File: src/rtl/alien_formation_mover_pkg.sv
// Shared definitions for the alien formation mover and the direction FSM.
// Motion encodings, screen bounds and datapath widths live here.
package alien_formation_mover_pkg;

    // One-cycle motion pulse emitted by the zig-zag direction FSM
    typedef enum logic [1:0] {
        NO_MOTION = 2'd0,
        LEFT      = 2'd1,
        RIGHT     = 2'd2,
        DOWN      = 2'd3
    } motion_e;

    // Playfield bounds in pixels (X_MAX is an exclusive edge)
    localparam int X_MIN   = 8;
    localparam int X_MAX   = 632;
    localparam int Y_LIMIT = 440;

    // Datapath widths
    localparam int FORM_X_W = 10;
    localparam int FORM_Y_W = 9;
    localparam int CALC_W   = 11;
    localparam int CNT_W    = 24;

endpackage

File: src/rtl/alien_tick_gen.sv
// Periodic move_enable generator for the alien formation.
// Build option: ALIEN_SPEEDUP_EN shortens the period as columns die.
module alien_tick_gen
    import alien_formation_mover_pkg::*;
#(
    parameter int COLS = 8,
`ifdef ALIEN_SPEEDUP_EN
    parameter int MIN_PERIOD  = 200000,
    parameter int PERIOD_STEP = 225000
`else
    parameter int BASE_PERIOD = 2000000
`endif
) (
    input  logic            clk,
    input  logic            reset,
    input  logic            run,
    input  logic            frozen,
    input  logic [COLS-1:0] alive_cols,
    output logic            move_enable
);

    logic [CNT_W-1:0] period;
    logic [CNT_W-1:0] cnt_q, cnt_d;
    logic             tick_q, tick_d;
    logic             active;

`ifdef ALIEN_SPEEDUP_EN
    logic [CNT_W-1:0] alive_n;

    // Period grows with the number of surviving columns
    always_comb begin
        alive_n = '0;
        for (int c = 0; c < COLS; c++) begin
            alive_n = alive_n + CNT_W'(alive_cols[c]);
        end
        period = CNT_W'(MIN_PERIOD) + alive_n * CNT_W'(PERIOD_STEP);
    end
`else
    assign period = CNT_W'(BASE_PERIOD);
`endif

    assign active = run && (|alive_cols) && !frozen;

    // Count active cycles; >= lets a shrinking period fire at once instead of wrapping
    always_comb begin
        cnt_d  = cnt_q;
        tick_d = 1'b0;
        if (active) begin
            if (cnt_q >= period - CNT_W'(1)) begin
                tick_d = 1'b1;
                cnt_d  = '0;
            end else begin
                cnt_d = cnt_q + CNT_W'(1);
            end
        end
    end

    // Counter and tick registers
    always_ff @(posedge clk) begin
        if (reset) begin
            cnt_q  <= '0;
            tick_q <= 1'b0;
        end else begin
            cnt_q  <= cnt_d;
            tick_q <= tick_d;
        end
    end

    assign move_enable = tick_q;

endmodule

File: src/rtl/alien_formation_mover.sv
// Alien formation origin tracker: applies Motion pulses, reports whether a
// further LEFT/RIGHT step stays on screen, and latches arrival at the bottom.
// Build option: ALIEN_SPEEDUP_EN (period scales with surviving columns).
module alien_formation_mover
    import alien_formation_mover_pkg::*;
#(
    parameter int COLS      = 8,
    parameter int ROWS      = 4,
    parameter int COL_PITCH = 32,
    parameter int ROW_PITCH = 24,
    parameter int ALIEN_W   = 24,
    parameter int X_INIT    = 64,
    parameter int Y_INIT    = 48,
    parameter int STEP_X    = 4,
    parameter int STEP_Y    = 8,
`ifdef ALIEN_SPEEDUP_EN
    parameter int MIN_PERIOD  = 200000,
    parameter int PERIOD_STEP = 225000
`else
    parameter int BASE_PERIOD = 2000000
`endif
) (
    input  logic                clk,
    input  logic                reset,
    input  logic                run,
    input  logic [1:0]          Motion,
    input  logic [COLS-1:0]     alive_cols,
    output logic                move_enable,
    output logic                canLeft,
    output logic                canRight,
    output logic [FORM_X_W-1:0] form_x,
    output logic [FORM_Y_W-1:0] form_y,
    output logic                reached_bottom
);

    logic [FORM_X_W-1:0] form_x_q, form_x_d;
    logic [FORM_Y_W-1:0] form_y_q, form_y_d;
    logic                bottom_q, bottom_d;
    logic                can_left_q, can_left_d;
    logic                can_right_q, can_right_d;
    logic [CALC_W-1:0]   lo_idx, hi_idx;
    logic [CALC_W-1:0]   left_px, right_px, down_y;
    logic                any_alive;

    assign any_alive = |alive_cols;

    alien_tick_gen #(
        .COLS        (COLS),
`ifdef ALIEN_SPEEDUP_EN
        .MIN_PERIOD  (MIN_PERIOD),
        .PERIOD_STEP (PERIOD_STEP)
`else
        .BASE_PERIOD (BASE_PERIOD)
`endif
    ) u_tick (
        .clk         (clk),
        .reset       (reset),
        .run         (run),
        .frozen      (bottom_q),
        .alive_cols  (alive_cols),
        .move_enable (move_enable)
    );

    // Leftmost and rightmost surviving column indices
    always_comb begin
        lo_idx = '0;
        hi_idx = '0;
        for (int c = COLS - 1; c >= 0; c--) begin
            if (alive_cols[c]) lo_idx = CALC_W'(c);
        end
        for (int c = 0; c < COLS; c++) begin
            if (alive_cols[c]) hi_idx = CALC_W'(c);
        end
    end

    // Bounds check on the live formation edges; only additions, so no underflow
    always_comb begin
        left_px     = CALC_W'(form_x_q) + lo_idx * CALC_W'(COL_PITCH);
        right_px    = CALC_W'(form_x_q) + hi_idx * CALC_W'(COL_PITCH) + CALC_W'(ALIEN_W);
        can_left_d  = any_alive && (left_px >= CALC_W'(X_MIN + STEP_X));
        can_right_d = any_alive && (right_px + CALC_W'(STEP_X) <= CALC_W'(X_MAX));
    end

    // Apply the motion pulse; out-of-bounds steps are dropped, never wrapped
    always_comb begin
        form_x_d = form_x_q;
        form_y_d = form_y_q;
        bottom_d = bottom_q;
        down_y   = CALC_W'(form_y_q) + CALC_W'(STEP_Y);
        if (any_alive && !bottom_q) begin
            case (motion_e'(Motion))
                LEFT: begin
                    if (can_left_q && (form_x_q >= FORM_X_W'(STEP_X)))
                        form_x_d = form_x_q - FORM_X_W'(STEP_X);
                end
                RIGHT: begin
                    if (can_right_q) form_x_d = form_x_q + FORM_X_W'(STEP_X);
                end
                DOWN: begin
                    form_y_d = down_y[FORM_Y_W-1:0];
                    if (down_y + CALC_W'((ROWS - 1) * ROW_PITCH + ALIEN_W) >= CALC_W'(Y_LIMIT))
                        bottom_d = 1'b1;
                end
                default: ;
            endcase
        end
    end

    // Position, bounds flags and sticky bottom flag
    always_ff @(posedge clk) begin
        if (reset) begin
            form_x_q    <= FORM_X_W'(X_INIT);
            form_y_q    <= FORM_Y_W'(Y_INIT);
            bottom_q    <= 1'b0;
            can_left_q  <= 1'b0;
            can_right_q <= 1'b0;
        end else begin
            form_x_q    <= form_x_d;
            form_y_q    <= form_y_d;
            bottom_q    <= bottom_d;
            can_left_q  <= can_left_d;
            can_right_q <= can_right_d;
        end
    end

    assign form_x         = form_x_q;
    assign form_y         = form_y_q;
    assign reached_bottom = bottom_q;
    assign canLeft        = can_left_q;
    assign canRight       = can_right_q;

endmodule

File: config.mk
export PLATFORM = sky130hd
export DESIGN_NAME = alien_formation_mover
export DESIGN_NICKNAME = d
export VERILOG_FILES = /design/src/rtl/alien_formation_mover_pkg.sv /design/src/rtl/alien_tick_gen.sv /design/src/rtl/alien_formation_mover.sv
export SDC_FILE = /design/constraint.sdc
export NUM_CORES = 1
export LEC_CHECK = 0
export ABC_AREA = 1
export CELL_PAD_IN_SITES_DETAIL_PLACEMENT = 0
export CELL_PAD_IN_SITES_GLOBAL_PLACEMENT = 1
export CORE_MARGIN = 2
export CORE_UTILIZATION = 35
export CTS_BUF_LIST = sky130_fd_sc_hd__clkbuf_2 sky130_fd_sc_hd__clkbuf_4 sky130_fd_sc_hd__clkbuf_8
export CTS_CLUSTER_SIZE = 12
export DETAILED_ROUTE_END_ITERATION = 6
export MAX_ROUTING_LAYER = met4
export PLACE_DENSITY = 0.73
export REMOVE_ABC_BUFFERS = 1
export SYNTH_ARGS = -nofsm -noshare
export SYNTH_HDL_FRONTEND = slang
export SYNTH_SLANG_ARGS = --single-unit
File: constraint.sdc
create_clock -name clk -period 2.41 [get_ports clk]
set_clock_uncertainty 0.15 [all_clocks]
set_input_delay 0.482 -clock clk [delete_from_list [all_inputs] [get_ports clk]]
set_output_delay 0.482 -clock clk [all_outputs]
set_load 0.02 [all_outputs]
==> results of run 1 <==
==> area by class of cell <==
| type | count | area [um2] | share of cell area |
|---|---|---|---|
| flip-flops and latches | 42 | 841 | 0.219 |
| clock buffers | 7 | 83.8 | 0.0218 |
| inverters | 60 | 228 | 0.0593 |
| well taps | 108 | 135 | 0.0352 |
| multi-input cells | 361 | 2020 | 0.525 |
| repair buffers | 61 | 538 | 0.140 |
==> state kept, by name, summed over array words and instances (netlist names) <==
| name | flops |
|---|---|
| u_tick.cnt_q | 24 |
| form_x | 8 |
| form_y | 6 |
| canLeft | 1 |
| canRight | 1 |
| reached_bottom | 1 |
| u_tick.move_enable | 1 |
==> Yosys cell counts, types with 8 or more instances <==
cell and instances:
nor2_4 9, xor2_1 17, dfxtp_1 42, nor2_2 8, a21oi_1 26, ha_1 15, inv_1 53, nand4_1 11
nand2_1 118, nand3_1 33, nor2_1 59, o21ai_0 15, nor3_1 16
==> per-stage QoR <==
stage	utilization	setup WS, ns	instances
CTS	0.437	0.0124	638
global route	0.445	-0.0265	639
finish	0.445	0.0776	639
detailed placement	0.427	-0.364	631
floorplan	-	0.272	463
global placement	0.427	-0.317	631
==> repair_timing <==
| action | CTS | global route |
|---|---|---|
| setup buffers | 0 | 1 |
| pin swaps | 0 | 7 |
| endpoints found under the setup margin | 1 | 2 |
| resized for setup | 3 | 15 |
==> kinds of logic after synthesis <==
logic type	synth area share
buffers and inverters	0.100
xor gates and xnor gates	0.0538
and+or+nand+nor	0.406
adders and majority gates	0.0672
AOI/OAI and AO/OA	0.0996
DFF	0.272
other	0.00121
==> final timing paths <==
path	from	endpoint	slack, ns
hold reg to reg	u_tick.cnt_q[22]	u_tick.cnt_q[22]	0.29
setup / recovery	alive_cols[7]	canLeft	0.08
setup reg to reg	form_y[3]	reached_bottom	0.37
hold / removal	u_tick.cnt_q[22]	u_tick.cnt_q[22]	0.29
==> layer usage <==
metal  up-vias  GRT usage
met1      1338      0.225
met4         0     0.0385
li1       1628          -
met3         4     0.0208
met5         -          -
met2        38      0.264
==> worst min-delay path, delay by kind of cell (launching register included) <==
family	cells	cell delay (ns)
flip-flops	1	0.31
AND/OR/NAND/NOR	2	0.09
==> power groups by stage <==
stage / clock network [uW] / logic [uW] / registers [uW]
4_1_cts: 485 / 488 / 766
3_5_place_dp: 0 / 481 / 783
2_1_floorplan: 0 / 268 / 797
5_1_grt: 512 / 567 / 773
6_report: 463 / 504 / 767
3_3_place_gp: 0 / 479 / 783
==> impl_metrics.ini, run 1 <==
[detailed_routing]
drt-total-wl_mm = 7.55
vias = 3008
drt_iter0_drc = 118
via_per_inst = 4.71
firstDrtPassIters = 4
wl_per_cell_um = 11.8
wl_met1_mm = 3.77
drcViolationCount = 0
ant_nets = 0
route.met2.wl_mm = 3.48
wl_met3_um = 237
top_layer = met4

[grt]
grt_pass1_wl_mm = 13.1
grtUsageTotal = 0.166
overflow = 0
grt_pass1_vias = 2922
antenna_found_initial = 0
grt_max_degree = 18

[timing]
period_share = 0.968
period_minus_slack_ns = 2.33
final.setup.tns_ns = 0
maxSlewViolCount = 0
hold-worst-slack_ns = 0.292
fmax_mhz = 429
hold_viol = 0
finalSetupViolCount = 0

[final_layout]
synthToLayoutAreaGrowth_pct = 24.3
final.fill_count = 912
diodes = 0
finalInstanceArea_um2 = 3840
nets = 560
layout-drive-gt1-share = 0.153
final_common_cell = nand2_1
final_cell_mix = nand2_1, nor2_1, inv_1

[worst_hold_path]
hold_path.class = register to register
hold_depth = 2

[die]
pin_count = 36
dieArea_um2 = 9600
num_rows = 34
coreArea_um2 = 8640
die_h_um = 98.0
die_x_um = 98.0
start_util = 0.358

[yosys]
synth_cell_types = 40
synth_area_um2 = 3090
ys_seq_elements = 42
synthFlopType = dfxtp_1
synth_top_area_cell = dfxtp_1
netlist.area_leader.share = 0.272
avgSynthCellArea_um2 = 6.56
synth_edf_count = 0
synthArstFlopShare = 0
synthCells = 471
ys_warn_count = 0
netlist_top_cells_area = dfxtp_1, nand2_1, nor2_1
seq_area_frac_synth = 0.272

[clocking]
numCtsBuffers = 5
path_clk_slew_ns = 0.08
insertion_delay_ns = 0.29
cts_max_level = 2
clock_path_buffers = 2
cts-root-buf = clkbuf_8
cts_tree = done
postCtsHoldBufs = 0
cts_sinks = 42

[power_and_ir_drop]
intPower_uw = 1170
power_frac_clock = 0.267
p_seq_frac = 0.442
swShare = 0.327
power_uw = 1730
p_comb_frac = 0.291
p_switching_uw = 567
leakage_uw = 0.00158
powerDensity_nw_per_um2 = 451
ir_worst_vdd_v = 0.000203

[critical_path]
cp_max_fo = 2
critPathBufInv = 2
worst_ep_required_time_ns = 2.46
start_kind = primary input
cp-end-kind = register
worstPathArrival_ns = 2.38
crit_family = compound AO/OA/AOI/OAI gates
crit_path_cell_trace = clkdlybuf4s50_1 > a21oi_1 > o21ai_1 > nand2_1 > a21oi_2 > ha_2 > fa_2 > a2111oi_4 > nand3_1 > nand2_1 > inv_1
cp_slowest_cell = clkdlybuf4s50_1
path_depth = 11
critPathKind = primary input to register
max_stage_delay_ns = 0.43
crit_top_cell = nand2_1
r2r_cells = 10

[placement]
dpl.hpwl_mm = 5.77
gp_congestion = 0.855
dpl_cell_area_um2 = 3680
portBuffers = 30

[run]
maxCapViolations = 0

[run_status]
status = finished clean
(Power assumes the default switching activity.)
==> run 2: changes to the inputs <==
SKIP_CTS_REPAIR_TIMING = 1   (was unset)
==> impl_metrics.ini, run 2 (synthesis results as in run 1) <==
[detailed_routing]
drt-total-wl_mm = 7.49
via_per_inst = 4.71
drt_iter0_drc = 102
wl_per_cell_um = 11.7
firstDrtPassIters = 4
vias = 3004
ant_nets = 0
drcViolationCount = 0

[timing]
rsz0062_at_grt = true
maxSlewViolCount = 0
fmax_mhz = 424
finalSetupViolCount = 0
hold_viol = 0
period_share = 0.978
final.setup.tns_ns = 0
period_minus_slack_ns = 2.36
layout_setup_ws_ns = 0.0527

[power_and_ir_drop]
leakage_uw = 0.00156
swShare = 0.328
intPower_uw = 1160
power_uw = 1730
p_comb_frac = 0.287
power_frac_clock = 0.270
powerDensity_nw_per_um2 = 453
p_switching_uw = 566
ir_worst_vdd_v = 0.000203
p_seq_frac = 0.444

[clocking]
insertion_delay_ns = 0.29
numCtsBuffers = 5
path_clk_slew_ns = 0.08
clock_path_buffers = 2
cts_tree = done
cts_sinks = 42
cts-root-buf = clkbuf_8
cts_max_level = 2

[final_layout]
largest_reg_flops = 24
final_common_cell = nand2_1
diodes = 0
regArea_um2 = 841
synthToLayoutAreaGrowth_pct = 23.4
nets = 559
multi_input_area_um2 = 2000
final_cell_mix = nand2_1, nor2_1, inv_1
largest_register = u_tick.cnt_q
layout-drive-gt1-share = 0.149
final.fill_count = 912

[critical_path]
cp_slowest_cell = clkdlybuf4s50_1
crit_family = buffers and inverters
cp-end-kind = register
worstPathArrival_ns = 2.41
critPathBufInv = 3
crit_path_cell_trace = clkdlybuf4s50_1 > inv_1 > a21oi_1 > o21ai_1 > nand2_1 > a21oi_2 > ha_2 > fa_2 > a2111oi_2 > nand3_1 > nand2_1 > inv_1
start_kind = primary input
max_stage_delay_ns = 0.49
cp_max_fo = 2
critPathKind = primary input to register
worst_ep_required_time_ns = 2.46

[die]
die_x_um = 98.0
dieArea_um2 = 9600
die_h_um = 98.0
coreArea_um2 = 8640
pin_count = 36
start_util = 0.358
num_rows = 34

[grt]
antenna_found_initial = 0
grt_max_degree = 18
grt_pass1_vias = 2911
grtUsageTotal = 0.165
overflow = 0
grt_pass1_wl_mm = 13.0

[placement]
dpl.hpwl_mm = 5.77
gp_congestion = 0.855
pre_cts_slack_ns = -0.364
portBuffers = 30

[run_status]
status = finished clean

[worst_hold_path]
hold_path.class = register to register

[run]
maxCapViolations = 0
[run 2: layout make-up]
class / instances / area share
Multi-Input combinational cell: 361 / 0.524
Sequential cell: 42 / 0.220
Timing Repair Buffer: 60 / 0.138
Inverter: 60 / 0.0597
Tap cell: 108 / 0.0354
Clock buffer: 7 / 0.0220
[run 2: per-stage QoR]
step | cells | cell area, um2 | util | hold slack (ns)
6_report | 638 | 3810 | 0.442 | 0.293
5_1_grt | 638 | 3810 | 0.442 | 0.319
4_1_cts | 638 | 3770 | 0.436 | 0.293
3_5_place_dp | 631 | 3680 | 0.427 | 0.279
3_3_place_gp | 631 | 3680 | 0.427 | 0.276
2_1_floorplan | 463 | 3020 | - | 0.268
[run 2: worst register-to-register path: stages (launching register included)]
cell and delay [ns]:
dfxtp_1 0.40, ha_1 0.29, xnor2_1 0.32, ha_1 0.30, a21o_1 0.15, nand2_1 0.05
nor2_1 0.04, nand3_1 0.07, nand2_1 0.05, nand2_1 0.05, a21oi_1 0.06
[run 2: per-layer routing]
layer / vias to the layer above / wire (um) / GRT usage
met3: 4 / 167 / 0.0208
met4: 0 / 66 / 0.0385
met2: 32 / 3420 / 0.261
li1: 1620 / - / -
met1: 1348 / 3840 / 0.224
met5: - / 0 / -
[run 2: power groups by stage]
stage | Combinational, uW | Clock (uW) | Sequential (uW)
2_1_floorplan | 268 | 0 | 797
3_3_place_gp | 479 | 0 | 783
3_5_place_dp | 481 | 0 | 783
4_1_cts | 484 | 485 | 766
5_1_grt | 556 | 512 | 773
6_report | 495 | 465 | 767
[run 2: path summary, 6_finish.rpt]
kind | slack (ns) | depth (start not counted) | to | startpoint
worst min register to register | 0.29 | 2 | u_tick.cnt_q[22] | u_tick.cnt_q[22]
worst max-delay path | 0.05 | 12 | canLeft | alive_cols[6]
worst max register to register | 0.37 | 10 | reached_bottom | form_y[3]
worst min-delay path | 0.29 | 2 | u_tick.cnt_q[22] | u_tick.cnt_q[22]
==> run 3: changes to the inputs <==
CELL_PAD_IN_SITES_DETAIL_PLACEMENT = 1   (was 0)
==> impl_metrics.ini, run 3 (synthesis results as in run 1) <==
[detailed_routing]
wl_per_cell_um = 13.2
drt_iter0_drc = 76
drcViolationCount = 0
vias = 3146
drt-total-wl_mm = 8.44
ant_nets = 0
via_per_inst = 4.91
firstDrtPassIters = 5

[die]
coreArea_um2 = 8640
die_h_um = 98.0
die_x_um = 98.0
num_rows = 34
start_util = 0.358
pin_count = 36
dieArea_um2 = 9600

[final_layout]
diodes = 0
largest_reg_flops = 24
final_cell_mix = nand2_1, nor2_1, inv_1
largest_register = u_tick.cnt_q
nets = 561
final_common_cell = nand2_1
finalInstanceArea_um2 = 3880
layout-drive-gt1-share = 0.161
synthToLayoutAreaGrowth_pct = 25.5

[placement]
dpl.hpwl_mm = 6.60
gp_congestion = 0.855
portBuffers = 30
dpl_cell_area_um2 = 3680

[clocking]
numCtsBuffers = 5
cts-root-buf = clkbuf_8
cts_tree = done
insertion_delay_ns = 0.30
clock_path_buffers = 2
cts_sinks = 42
path_clk_slew_ns = 0.09
cts_max_level = 2

[grt]
antenna_found_initial = 0
grt_pass1_vias = 3127
grt_pass1_wl_mm = 14.3
grtUsageTotal = 0.182
overflow = 0
grt_max_degree = 18

[power_and_ir_drop]
power_uw = 1780
leakage_uw = 0.00164
ir_worst_vdd_v = 0.000269
powerDensity_nw_per_um2 = 458

[timing]
rsz0062_at_grt = false
period_share = 0.914
fmax_mhz = 454
final.setup.tns_ns = 0
finalSetupViolCount = 0
hold_viol = 0
maxSlewViolCount = 0
period_minus_slack_ns = 2.20

[critical_path]
critPathBufInv = 1
max_stage_delay_ns = 0.69
start_kind = register
worstPathArrival_ns = 1.57
worst_ep_required_time_ns = 1.78
cp_slowest_cell = clkdlybuf4s50_1
cp-end-kind = output pin
crit_family = buffers and inverters
critPathKind = register to output pin
crit_path_cell_trace = clkdlybuf4s50_1
cp_max_fo = 8

[run]
maxCapViolations = 0

[run_status]
status = finished clean

[worst_hold_path]
hold_path.class = register to register
## run 3: layout make-up
class                           instances  area, um2
Clock buffer                            6       82.6
Sequential cell                        42        841
Inverter                               60        228
Multi-Input combinational cell        361       2020
Fill cell                            1123       4750
Tap cell                              108        135
Clock inverter                          2       12.5
Timing Repair Buffer                   62        558
## run 3: metrics by stage
stage	std cells	util	hold WS, ns	setup slack (ns)
after global routing	641	0.449	0.310	0.128
after CTS	639	0.438	0.302	-0.0912
after floorplan	463	-	0.268	0.272
final	641	0.449	0.298	0.207
after global placement	631	0.427	0.276	-0.317
after detailed placement	631	0.427	0.289	-0.389
## run 3: report_power, final
group / switching (uW) / internal, uW / total [uW]
Clock: 262 / 231 / 493
Combinational: 292 / 226 / 518
Sequential: 47.1 / 720 / 767
Total: 601 / 1180 / 1780
## run 3: worst paths after layout
kind | startpoint | slack [ns] | to | depth (start not counted)
min | u_tick.cnt_q[23] | 0.30 | u_tick.cnt_q[23] | 2
min reg2reg | u_tick.cnt_q[23] | 0.30 | u_tick.cnt_q[23] | 2
max | form_x[6] | 0.21 | form_x[6] | 1
max reg2reg | form_y[3] | 0.36 | reached_bottom | 10
## run 3: routing by layer
| layer | GRT usage | part of all wire |
|---|---|---|
| met5 | - | 0 |
| met4 | 0.0417 | 0.010 |
| met3 | 0.0215 | 0.025 |
| met2 | 0.300 | 0.48 |
| met1 | 0.241 | 0.49 |
